===== src/rtl/axi_lite_aw_accept_fifo_if.sv =====
// Bundle of the AXI-lite write-address channel and the downstream
// head-of-FIFO port of axi_lite_aw_accept_fifo.
//
// Handshake rule for both pairs (AWVALID/AWREADY and valid_o/ready_i):
// a transfer happens on a rising clk edge where valid and ready are both 1.
// Ready never depends combinationally on valid. Once valid is raised with
// its payload, the payload holds until that transfer occurs.
interface axi_lite_aw_accept_fifo_if #(
  parameter int unsigned DEPTH = 4
);
  localparam int unsigned CW = $clog2(DEPTH + 1);

  // Write-address channel from the master
  logic [31:0]   AWADDR;
  logic          AWVALID;
  logic          AWREADY;

  // Head-of-FIFO presentation to the downstream stage
  logic [31:0]   addr_o;
  logic [1:0]    err_o;
  logic          valid_o;
  logic          ready_i;
  logic [CW-1:0] count_o;

  // The FIFO side of the bundle
  modport slave (
    input  AWADDR, AWVALID, ready_i,
    output AWREADY, addr_o, err_o, valid_o, count_o
  );

  // The master / downstream-consumer side of the bundle
  modport master (
    output AWADDR, AWVALID, ready_i,
    input  AWREADY, addr_o, err_o, valid_o, count_o
  );
endinterface


===== src/rtl/axi_lite_aw_accept_fifo.sv =====
// Slave-side write-address acceptor. It classifies each accepted AWADDR for
// alignment and for window membership. It queues the address and its status
// in a DEPTH-entry FIFO and presents the head entry to the downstream stage.
// Erroneous addresses are still queued so the downstream stage can answer
// them with SLVERR.
module axi_lite_aw_accept_fifo #(
  parameter int unsigned DEPTH       = 4,
  parameter logic [31:0] BASE_ADDR   = 32'h0000_0000,
  parameter logic [31:0] RANGE_BYTES = 32'h0000_1000
) (
  input logic                     clk,
  input logic                     reset,
  axi_lite_aw_accept_fifo_if.slave bus
);

  localparam int unsigned   PW       = (DEPTH > 1) ? $clog2(DEPTH) : 1;
  localparam int unsigned   CW       = $clog2(DEPTH + 1);
  localparam logic [CW-1:0] DEPTH_C  = CW'(DEPTH);
  localparam logic [CW-1:0] CNT_ONE  = CW'(1);
  localparam logic [PW-1:0] PTR_ONE  = PW'(1);
  localparam logic [31:0]   WIN_MASK = ~(RANGE_BYTES - 32'd1);

  logic          reset_q;
  logic [PW-1:0] wr_ptr_q, wr_ptr_d;
  logic [PW-1:0] rd_ptr_q, rd_ptr_d;
  logic [CW-1:0] count_q, count_d;
  logic [31:0]   addr_mem_q [DEPTH];
  logic [1:0]    err_mem_q  [DEPTH];

  logic          full;
  logic          empty;
  logic          aw_ready;
  logic          push;
  logic          pop;
  logic [1:0]    push_err;

  // reset_q keeps AWREADY low for every cycle in which reset was sampled
  // high. Ready then rises exactly one cycle after reset is released.
  always_ff @(posedge clk) begin
    reset_q <= reset;
  end

  // Handshake qualifiers. AWREADY uses registered state only, so it does not
  // see a same-cycle pop. A full FIFO therefore refuses AWVALID for that
  // whole cycle.
  always_comb begin
    full     = (count_q == DEPTH_C);
    empty    = (count_q == '0);
    aw_ready = !reset_q && !full;
    push     = bus.AWVALID && aw_ready;
    pop      = !empty && bus.ready_i;
  end

  // Classify the address being offered. The result is stored only on a push.
  always_comb begin
    push_err    = 2'b00;
    push_err[0] = (bus.AWADDR[1:0] != 2'b00);
    push_err[1] = ((bus.AWADDR & WIN_MASK) != BASE_ADDR);
  end

  // Next-state for pointers and occupancy. Both pointers wrap naturally
  // because DEPTH is a power of two. Push plus pop leaves the count unchanged.
  always_comb begin
    wr_ptr_d = wr_ptr_q;
    rd_ptr_d = rd_ptr_q;
    count_d  = count_q;
    if (push) begin
      wr_ptr_d = wr_ptr_q + PTR_ONE;
    end
    if (pop) begin
      rd_ptr_d = rd_ptr_q + PTR_ONE;
    end
    case ({push, pop})
      2'b10:   count_d = count_q + CNT_ONE;
      2'b01:   count_d = count_q - CNT_ONE;
      default: count_d = count_q;
    endcase
  end

  // Pointer and occupancy registers. Reset discards all stored and in-flight
  // entries.
  always_ff @(posedge clk) begin
    if (reset) begin
      wr_ptr_q <= '0;
      rd_ptr_q <= '0;
      count_q  <= '0;
    end else begin
      wr_ptr_q <= wr_ptr_d;
      rd_ptr_q <= rd_ptr_d;
      count_q  <= count_d;
    end
  end

  // Entry storage. AWADDR is captured only on the handshake edge. Old
  // contents are left in place across reset. They can never become visible,
  // because the outputs are gated by occupancy.
  always_ff @(posedge clk) begin
    if (push && !reset) begin
      addr_mem_q[wr_ptr_q] <= bus.AWADDR;
      err_mem_q[wr_ptr_q]  <= push_err;
    end
  end

  // Outputs come from registered state only. Head data reads as zero while
  // the FIFO is empty, so stale entries never show after a reset.
  assign bus.AWREADY = aw_ready;
  assign bus.valid_o = !empty;
  assign bus.count_o = count_q;
  assign bus.addr_o  = empty ? 32'h0 : addr_mem_q[rd_ptr_q];
  assign bus.err_o   = empty ? 2'b00 : err_mem_q[rd_ptr_q];

  // Occupancy must never exceed the FIFO depth.
  a_count_range : assert property (@(posedge clk) disable iff (reset)
    count_q <= DEPTH_C);

endmodule


===== src/flat_wrapper.sv =====
// flat-port wrapper written by rule: the top's interface ports become plain ports
module axi_lite_aw_accept_fifo_flat 
#(
  parameter int unsigned DEPTH       = 4,
  parameter logic [31:0] BASE_ADDR   = 32'h0000_0000,
  parameter logic [31:0] RANGE_BYTES = 32'h0000_1000
)
  (clk, reset, bus_AWADDR, bus_AWVALID, bus_ready_i, bus_AWREADY, bus_addr_o, bus_err_o, bus_valid_o, bus_count_o);
  axi_lite_aw_accept_fifo_if #(.DEPTH(DEPTH)) bus_i ();
  input logic clk;
  input logic reset;
  input wire logic [$bits(bus_i.AWADDR)-1:0] bus_AWADDR;
  input wire logic [$bits(bus_i.AWVALID)-1:0] bus_AWVALID;
  input wire logic [$bits(bus_i.ready_i)-1:0] bus_ready_i;
  output wire logic [$bits(bus_i.AWREADY)-1:0] bus_AWREADY;
  output wire logic [$bits(bus_i.addr_o)-1:0] bus_addr_o;
  output wire logic [$bits(bus_i.err_o)-1:0] bus_err_o;
  output wire logic [$bits(bus_i.valid_o)-1:0] bus_valid_o;
  output wire logic [$bits(bus_i.count_o)-1:0] bus_count_o;
  assign bus_i.AWADDR = bus_AWADDR;
  assign bus_i.AWVALID = bus_AWVALID;
  assign bus_i.ready_i = bus_ready_i;
  assign bus_AWREADY = bus_i.AWREADY;
  assign bus_addr_o = bus_i.addr_o;
  assign bus_err_o = bus_i.err_o;
  assign bus_valid_o = bus_i.valid_o;
  assign bus_count_o = bus_i.count_o;
  axi_lite_aw_accept_fifo #(.DEPTH(DEPTH), .BASE_ADDR(BASE_ADDR), .RANGE_BYTES(RANGE_BYTES)) u_core (.clk(clk), .reset(reset), .bus(bus_i));
endmodule

===== config.mk =====
export PLATFORM = sky130hd
export DESIGN_NAME = axi_lite_aw_accept_fifo_flat
export DESIGN_NICKNAME = d
export VERILOG_FILES = /design/src/rtl/axi_lite_aw_accept_fifo_if.sv /design/src/rtl/axi_lite_aw_accept_fifo.sv /design/src/flat_wrapper.sv
export SDC_FILE = /design/constraint.sdc
export NUM_CORES = 1
export LEC_CHECK = 0
export CAP_MARGIN = 20
export CORE_ASPECT_RATIO = 1.2
export CORE_MARGIN = 2
export CORE_UTILIZATION = 50
export DETAILED_ROUTE_END_ITERATION = 12
export GPL_ROUTABILITY_DRIVEN = 0
export PLACE_DENSITY = 0.73
export SYNTH_ARGS = -nofsm -noshare
export SYNTH_HDL_FRONTEND = slang
export SYNTH_SLANG_ARGS = --single-unit

===== constraint.sdc =====
create_clock -name clk -period 12 [get_ports clk]
set_input_delay 2.4 -clock clk [delete_from_list [all_inputs] [get_ports clk]]
set_output_delay 2.4 -clock clk [all_outputs]
set_load 0.01 [all_outputs]

* Yosys cells after proc, flatten, opt, wreduce, memory -nomap -nowiden
Memories as Yosys holds them, arrays and structs flattened. A register that Yosys moved wholly into a read port is not among the register bits. Cells that the tools add are included.
Word-level totals: logic and storage cells 34, memory bits (writable) 136, flip-flop bits (word level) 8, output and inout bits 39, memories kept 2, input bits 36
Cells by class: equality and inequality tests 3, reduce and logical (&&, ||, !) cells 12, add/sub/neg operators 4, multiplexer cells 9
Memory list:
- u_core.addr_mem_q | depth 4, width 32, rd ports 1, clocked after memory_dff 1, write ports 1, RTL line axi_lite_aw_accept_fifo.sv:27 | logic [31:0] addr_mem_q [DEPTH];
- u_core.err_mem_q | depth 4, width 2, rd ports 1, clocked after memory_dff 1, write ports 1, RTL line axi_lite_aw_accept_fifo.sv:28 | logic [1:0] err_mem_q [DEPTH];
Operators with widths (count):
- two-way mux 32 bit | 1
- nonzero test 32 bit | 1
- two-way mux 2 bit | 5
- case mux 3 bit (2 select lines) | 1
- adder 2 x 1 -> 2 bit, second input constant | 2
- logical AND 1 bit | 4
- zero test 1 bit | 4
- nonzero test 2 bit | 2
- adder 3 x 1 -> 3 bit, second input constant | 1
- equality test 3 bit, second input constant | 1
- zero test 3 bit | 1
- subtractor 3 x 1 -> 3 bit, second input constant | 1
- equality test 2 x 1 -> 1 bit, second input constant | 1
- equality test 2 bit, second input constant | 1
- two-way mux 1 bit | 2

* Longest topological paths before layout
Gate-level depths: netlist of the first run.
word-level depth 7, depth in mapped cells 9, gate-level depth less buffers 9

* Worst setup path after synthesis of the first run
Ideal clock, no wire load.
kind in2reg, start point input bus_AWVALID, end point memory u_core.addr_mem_q[0][0] (enable), data required time 11.525 ns, stages on the path 3, data arrival time 5.303 ns, setup time 0.475 ns, slack 6.222 ns, path through nor3b_2 -> inv_2 -> nor3b_1
Between the ends: longest elaborated chain between the ends 4
Ends and longest elaborated chain:
- start, declared | RTL line flat_wrapper.sv:13 | input wire logic [$bits(bus_i.AWVALID)-1:0] bus_AWVALID;
- logical AND 1 bit | RTL line axi_lite_aw_accept_fifo.sv:50 | push = bus.AWVALID && aw_ready;
- logical AND 1 bit | RTL line axi_lite_aw_accept_fifo.sv:98 | if (push && !reset) begin
- two-way mux 1 bit | RTL line axi_lite_aw_accept_fifo.sv:98
- two-way mux 1 bit (not written as such) | RTL line axi_lite_aw_accept_fifo.sv:99 | addr_mem_q[wr_ptr_q] <= bus.AWADDR;
- end, declared | RTL line axi_lite_aw_accept_fifo.sv:27
Every way passes these cells.

==> impl_results.md, run 1 <==
- Final ANT Viol Nets: 0
- Vias in the first global route: 2962
- Final setup margin: 6.80 ns
- Cts bufs inserted: 17
- Largest net degree at the start of global routing: 38
- Vias per cell: 5.26
- Post-synth top flop: edfxtp_1
- Drt pass-1 iters: 4
- Slew @ Worst Pin: roughly 0.89 ns
- CP Launch Type: register
- Simple-gate portion of the synthesized area: 0.0691
- Die area: 0.0124 sq mm
- Sequential cell area fraction in the yosys report: 0.744
- Critical path class: register to output pin
- Avg Synthesized Cell Area: 20.6 sq um
- Post-synthesis adder-cell area fraction: 0.0143
- PD cells: 208 mW/mm^2
- Area growth syn-to-layout: 25.8%
- Post-Synthesis Cells: 279
- Clk Latency, worst-skew pair: roughly 0.4 ns
- DRC viols: 0
- Synth top area cells: edfxtp_1 71%, mux4_2 12%, dfxtp_1 3.5%, nor2b_1 3.1%, mux4_1 1.8%
- Final Hold Fails: 0
- R2R cell count: 9
- Hold Crit Depth: 2
- Final hold slack: 0.505 ns
- WL/cell: 18.6 um
- First-pass GRT wire length: 15500 um
- Peak supply drop: around 0.11 mV
- Htree depth: 4
- GRT Total Usage: 0.173
- Tcrit/Tclk final: 0.433
- Hold Buf Count CTS: 0
- Initial DRC Count: 136
- Cell taking the most area after synthesis: edfxtp_1
- Warnings from Yosys: 0
- Number of max-cap violations: 0
- Compound-gate portion of the synthesized area: 0.00565
- Post-CTS setup buffers: 0
- CP required: 9.60 ns
- Clock skew after layout: 0.00596 ns
- Vias: 2807
- I/O pins: 75
- Rows: 42
- HPWL Detailed: ~5800 um
- Starting Density: 0.517
- Data arrival, critical path: roughly 2.8 ns
- Total congestion overflow: 0
- Leak: 0.00233 uW
- HP Class: register to register
- GR Util met3: 0.0419
- Clock slew at reported path FFs: about 0.060 ns
- Multiplexer share of the synthesized area: 0.139
- Busiest grt layer: met2
- Number of flops mapped to enable cells by yosys: roughly 140
- Cts repair resizes: 0
- Syn Nets: 321
- CORE AREA: about 0.011 sq mm
- Post-synthesis register bit count: 146
- Post-route non-filler standard cell count: 534
- Clk root buf: clkbuf_16
- Initial antenna violation count: 0
- Diode count: 0
- Final nets: 410
- RSZ-0062 raised after global routing: false
- Final core occ: 0.650
- HP Start: u_core.rd_ptr_q[1]$_SDFFE_PP0N_
- Max-Slew Margin vs Limit: 0.407
- FF-to-FF End: u_core.bus.count_o[2]$_SDFFE_PP0P_
- Async SR Flop Fraction: 0
- Highest clock rate: 192 MHz
- TritonCTS Sinks: between 100 and 150
- Status: complete, no violations
- Grt met2 use: 0.287
- Period minus WS final: between 5 and 6 ns
- Netlist Area Pre-Place: 0.00576 sq mm
- Critical path capture point type: output pin
- IO Port Bufs: 74
- CTS tree: yes
- Slew Limit Fails: 0
- Setup TNS Final: 0 ns
- Met1 usage: 0.219
- Routed wire length: 9940 um
- Count of cell types in the netlist: 31
- Post-Place Worst Slack: about 7.1 ns
- Die W: between 100 and 150 um
- Die Y: 122 um
- Combinational family with the most area after synthesis: multiplexers
- Final-report setup violation count: 0
- Post-synth top area share: 0.709
- Post-synthesis xor/xnor area fraction: 0.00456
- Placed Cells incl. Taps: 503
- Worst r2r src: u_core.bus.count_o[2]$_SDFFE_PP0P_
- Max clock buf depth: 2
- R2R setup slack: 9.77 ns
- Crit-path max FO: 19
- Share of cells above drive strength 1: 0.203
critical path, cell delays in order (launching register included):
cell and delay [ns]:
dfxtp_2 0.68, buf_4 0.45, mux4_1 0.59, nor2b_1 0.16, clkdlybuf4s50_1 0.50
cells in the mapped netlist (all sizes together), types with 2 or more instances:
library cell / number
a21oi: 3
and2b: 5
buf: 7
clkbuf: 5
dfxtp: 10
edfxtp: 136
ha: 5
inv: 8
mux4: 34
nand2b: 2
nor2: 8
nor2b: 29
nor3b: 6
nor4: 5
o21ai: 2
or3: 2
xor2: 3
cell usage in the layout, fill, tap and decap left out:
cell and count:
nor3_4 1, inv_2 1, nand2b_1 2, dfxtp_1 8
fa_1 1, bufinv_16 3, nand3_1 1, xor2_1 3
mux2_2 1, inv_1 7, clkinv_1 3, o31ai_1 1
nand2_1 1, clkinv_2 4, clkinvlp_4 3, nor3b_2 6
mux4_1 4, buf_4 8, clkbuf_1 1, or3_1 2
nor2b_1 29, nor2_1 8, mux4_2 30, and2b_1 5
edfxtp_1 136, or2_2 1, ha_1 5, dfxtp_2 2
and3_1 1, clkdlybuf4s50_1 74, a21oi_1 3, nor4_1 5
clkbuf_16 17, mux2i_1 1, o21ai_0 2
worst max-delay path by stage:
stage / start / to / slack [ns] / cells past startpoint
after floorplan: bus_AWVALID / u_core.addr_mem_q[0][0]$_DFFE_PP_ / 6.22 / 3
after global placement: register / bus_err_o[1] / 7.13 / 4
after detailed placement: register / bus_err_o[0] / 7.13 / 4
after CTS: register / bus_err_o[1] / 6.70 / 4
after global routing: register / bus_err_o[0] / 6.60 / 4
final: register / bus_err_o[1] / 6.80 / 4
where the power goes:
part | total, uW | internal [uW] | switching, uW | leakage (uW)
Sequential | 606 | 575 | 30.6 | 0.00132
Clock | 506 | 321 | 184 | 0.000274
Combinational | 397 | 233 | 164 | 0.000739
logic make-up after synthesis:
| group | Yosys count |
|---|---|
| AND/OR/NAND/NOR | 62 |
| AO/OA/AOI/OAI | 6 |
| XOR/XNOR | 3 |
| adder cells (fa/ha/maj) | 6 |
| multiplexers | 36 |
| flip-flops | 146 |
| buffers and inverters | 20 |
sequential cells by signal, indices dropped and copies added (netlist names), named ones only:
register	flops
u_core.addr_mem_q	128
u_core.err_mem_q	8
u_core.bus.count_o	3
u_core.rd_ptr_q	2
u_core.wr_ptr_q	2
u_core.reset_q	1
layer usage:
metal,vias to the layer above,routed length [um]
met4,0,134
li1,1290,-
met2,70,5280
met5,-,0
met3,11,420
met1,1436,4100
metrics by stage:
step | instance area [sq um] | power (uW)
final | 7240 | 1510
after CTS | 7240 | 1530
after global routing | 7240 | 1570
after floorplan | 5760 | 854
after global placement | 6670 | 1020
after detailed placement | 6670 | 1020
cell type report:
class	count	area [sq um]
sequential	146	4290
fill	786	3900
multi-input combinational	113	1360
timing repair buffer	82	801
clock buffer	18	429
tap	154	193
clock inverter	13	144
inverter	8	30.0
Power figures use the tool's default switching activity.
==> inputs of run 2 (changes only) <==
--- a/config.mk
+++ b/config.mk
@@ -8,10 +8,10 @@
 export CAP_MARGIN = 20
 export CORE_ASPECT_RATIO = 1.2
 export CORE_MARGIN = 2
-export CORE_UTILIZATION = 50
+export CORE_UTILIZATION = 49
 export DETAILED_ROUTE_END_ITERATION = 12
 export GPL_ROUTABILITY_DRIVEN = 0
-export PLACE_DENSITY = 0.73
+export PLACE_DENSITY = 0.75
 export SYNTH_ARGS = -nofsm -noshare
 export SYNTH_HDL_FRONTEND = slang
 export SYNTH_SLANG_ARGS = --single-unit
==> constraint.sdc (replaced) <==
create_clock -name clk -period 4.2 [get_ports clk]
set_input_delay 0.84 -clock clk [delete_from_list [all_inputs] [get_ports clk]]
set_output_delay 0.84 -clock clk [all_outputs]
set_load 0.01 [all_outputs]
==> run 2 against run 1 <==
Against the previous run:
- sequential share of layout area fell by 0.62 points
- total power increased to 3.0 times the previous value
- critical path depth is the same
==> impl_results.md, run 2 (synthesis results as in run 1) <==
- Routed wire length: 10200 um (+2.4%)
- Max reg flops: 128 (unchanged)
- Diode count: 0 (unchanged)
- R2R cell count: 9 (unchanged)
- Register area: 0.00429 sq mm (unchanged)
- Status: complete, no violations
- Vias in the first global route: 3008 (+1.6%)
- HP Class: register to register
- Drt pass-1 iters: 4 (unchanged)
- Period minus WS final: 3.43 ns
- Final-report setup violation count: 0 (unchanged)
- Most flop-heavy register: u_core.addr_mem_q
- CP Launch Type: register
- Share of cells above drive strength 1: 0.211 (+0.00789)
- Clock slew at reported path FFs: 0.06 ns (about the same)
- Die W: 103 um (+0.98%)
- Starting Density: 0.500 (-0.0167)
- Clk root buf: clkbuf_16
- First-pass GRT wire length: 15800 um (+2.3%)
- TritonCTS Sinks: 146 (unchanged)
- I/O pins: 75 (unchanged)
- Clk Latency, worst-skew pair: 0.41 ns (about the same)
- Rows: 43 (+2.4%)
- Commonest non-fill, non-tap cell in the layout: edfxtp_1
- PD cells: 615 mW/mm^2 (+200%)
- Vias per cell: 5.24 (-0.38%)
- Setup TNS Final: 0 ns (unchanged)
- GR Util met3: 0.0438 (+0.00197)
- Most frequent cells in the layout: 136 x edfxtp_1, 74 x clkdlybuf4s50_1, 30 x mux4_2, 29 x nor2b_1, 17 x clkbuf_16
- Cts bufs inserted: 17 (unchanged)
- HP Start: u_core.rd_ptr_q[1]$_SDFFE_PP0N_
- Leak: 0.00236 uW (+1.4%)
- Total congestion overflow: 0 (unchanged)
- RSZ-0062 raised after global routing: false
- Hold Crit Depth: 2 (unchanged)
- Largest net degree at the start of global routing: 35 (-7.9%)
- Die area: 0.0126 sq mm (+2.0%)
- Cts repair resizes: 0 (unchanged)
- Layout fillers: 843 (+7.3%)
- Final Hold Fails: 0 (unchanged)
- Initial antenna violation count: 0 (unchanged)
- Crit-path max FO: 20 (+1)
- GRT Total Usage: 0.174 (+0.00100)
- Tcrit/Tclk final: 0.817
- Post-CTS setup buffers: 0 (unchanged)
- Critical path capture point type: output pin
- Die Y: 123 um (+0.98%)
- Area growth syn-to-layout: 27.1%
- Max clock buf depth: 2 (unchanged)
- Final core occ: 0.636 (-0.0144)
- Critical path class: register to output pin
- Grt met2 use: 0.300 (+0.0121)
- Highest clock rate: 291 MHz
- CORE AREA: 0.0115 sq mm (+3.3%)
- Final nets: 409 (-0.24%)
- IO Port Bufs: 74 (unchanged)
- DRC viols: 0 (unchanged)
- Data arrival, critical path: 2.59 ns (-0.21 ns)
- Final ANT Viol Nets: 0 (unchanged)
- Clock skew after layout: 0.0101 ns (+0.00410 ns)
- Slew @ Worst Pin: 0.875 ns (-0.0146 ns)
- Met1 usage: 0.215 (-0.00410)
- R2R setup slack: 1.95 ns (-7.82 ns)
- Number of max-cap violations: 0 (unchanged)
- Initial DRC Count: 190 (+40%)
- CP required: 3.36 ns (-6.24 ns)
- Footprint of the multi-input gates: 0.00136 sq mm (unchanged)
- Busiest grt layer: met2
- Max-Slew Margin vs Limit: 0.416 (+0.00973)
- Htree depth: 4 (unchanged)
- Worst r2r src: u_core.bus.count_o[2]$_SDFFE_PP0P_
- CTS tree: yes
- WL/cell: 18.9 um (+1.8%)
- Slew Limit Fails: 0 (unchanged)
- Vias: 2812 (+0.18%)
- Hold Buf Count CTS: 0 (unchanged)
- Peak supply drop: 0.272 mV (+160%)
- HPWL Detailed: 6090 um (+4.3%)
## run 2: cell count changes in the layout (fill, tap and decap cells not counted), sizes merged
| cell | before | now |
|---|---|---|
| buf | 8 | 7 |
| clkinv | 7 | 8 |
| bufinv | 3 | 5 |
| clkbuf | 18 | 17 |
| clkinvlp | 3 | 2 |
## run 2: area by class of cell
class / instances / area share
Clock buffer: 17 / 0.0581
Tap cell: 157 / 0.0268
Inverter: 8 / 0.00410
Timing Repair Buffer: 81 / 0.110
Multi-Input combinational cell: 113 / 0.186
Clock inverter: 15 / 0.0294
Sequential cell: 146 / 0.586
## run 2: metal layers
layer | share of wire | up-vias | wire [um]
met5 | 0 | - | 0
li1 | - | 1287 | -
met2 | 0.55 | 67 | 5620
met1 | 0.40 | 1449 | 4090
met3 | 0.036 | 9 | 367
met4 | 0.0090 | 0 | 92
## run 2: power by group
group / internal (uW) / total [uW] / switching (uW) / leakage [uW]
combinational: 687 / 1170 / 480 / 0.000736
sequential: 1640 / 1730 / 87.4 / 0.00132
clock: 1050 / 1600 / 554 / 0.000310
## run 2: worst paths after layout
kind,end
min reg2reg,register
max,bus_addr_o[0]
min,register
max reg2reg,u_core.bus.count_o[2]$_SDFFE_PP0P_
## run 2: through the flow
stage | setup slack [ns] | cells | area, sq um | hold WS (ns) | total power [uW]
after CTS | 0.687 | 537 | 7320 | 0.504 | 4550
after detailed placement | 1.14 | 505 | 6680 | 0.491 | 2950
after global routing | 0.603 | 537 | 7320 | 0.555 | 4700
after global placement | 1.16 | 505 | 6680 | 0.461 | 2930
after floorplan | -0.0177 | 279 | 5760 | 0.459 | 2440
final | 0.769 | 537 | 7320 | 0.496 | 4500
## run 2: critical path: stages (launching register included)
cell             delay (ns)
dfxtp_2                0.68
buf_12                 0.28
mux4_1                 0.57
nor2b_1                0.16
clkdlybuf4s50_1        0.48
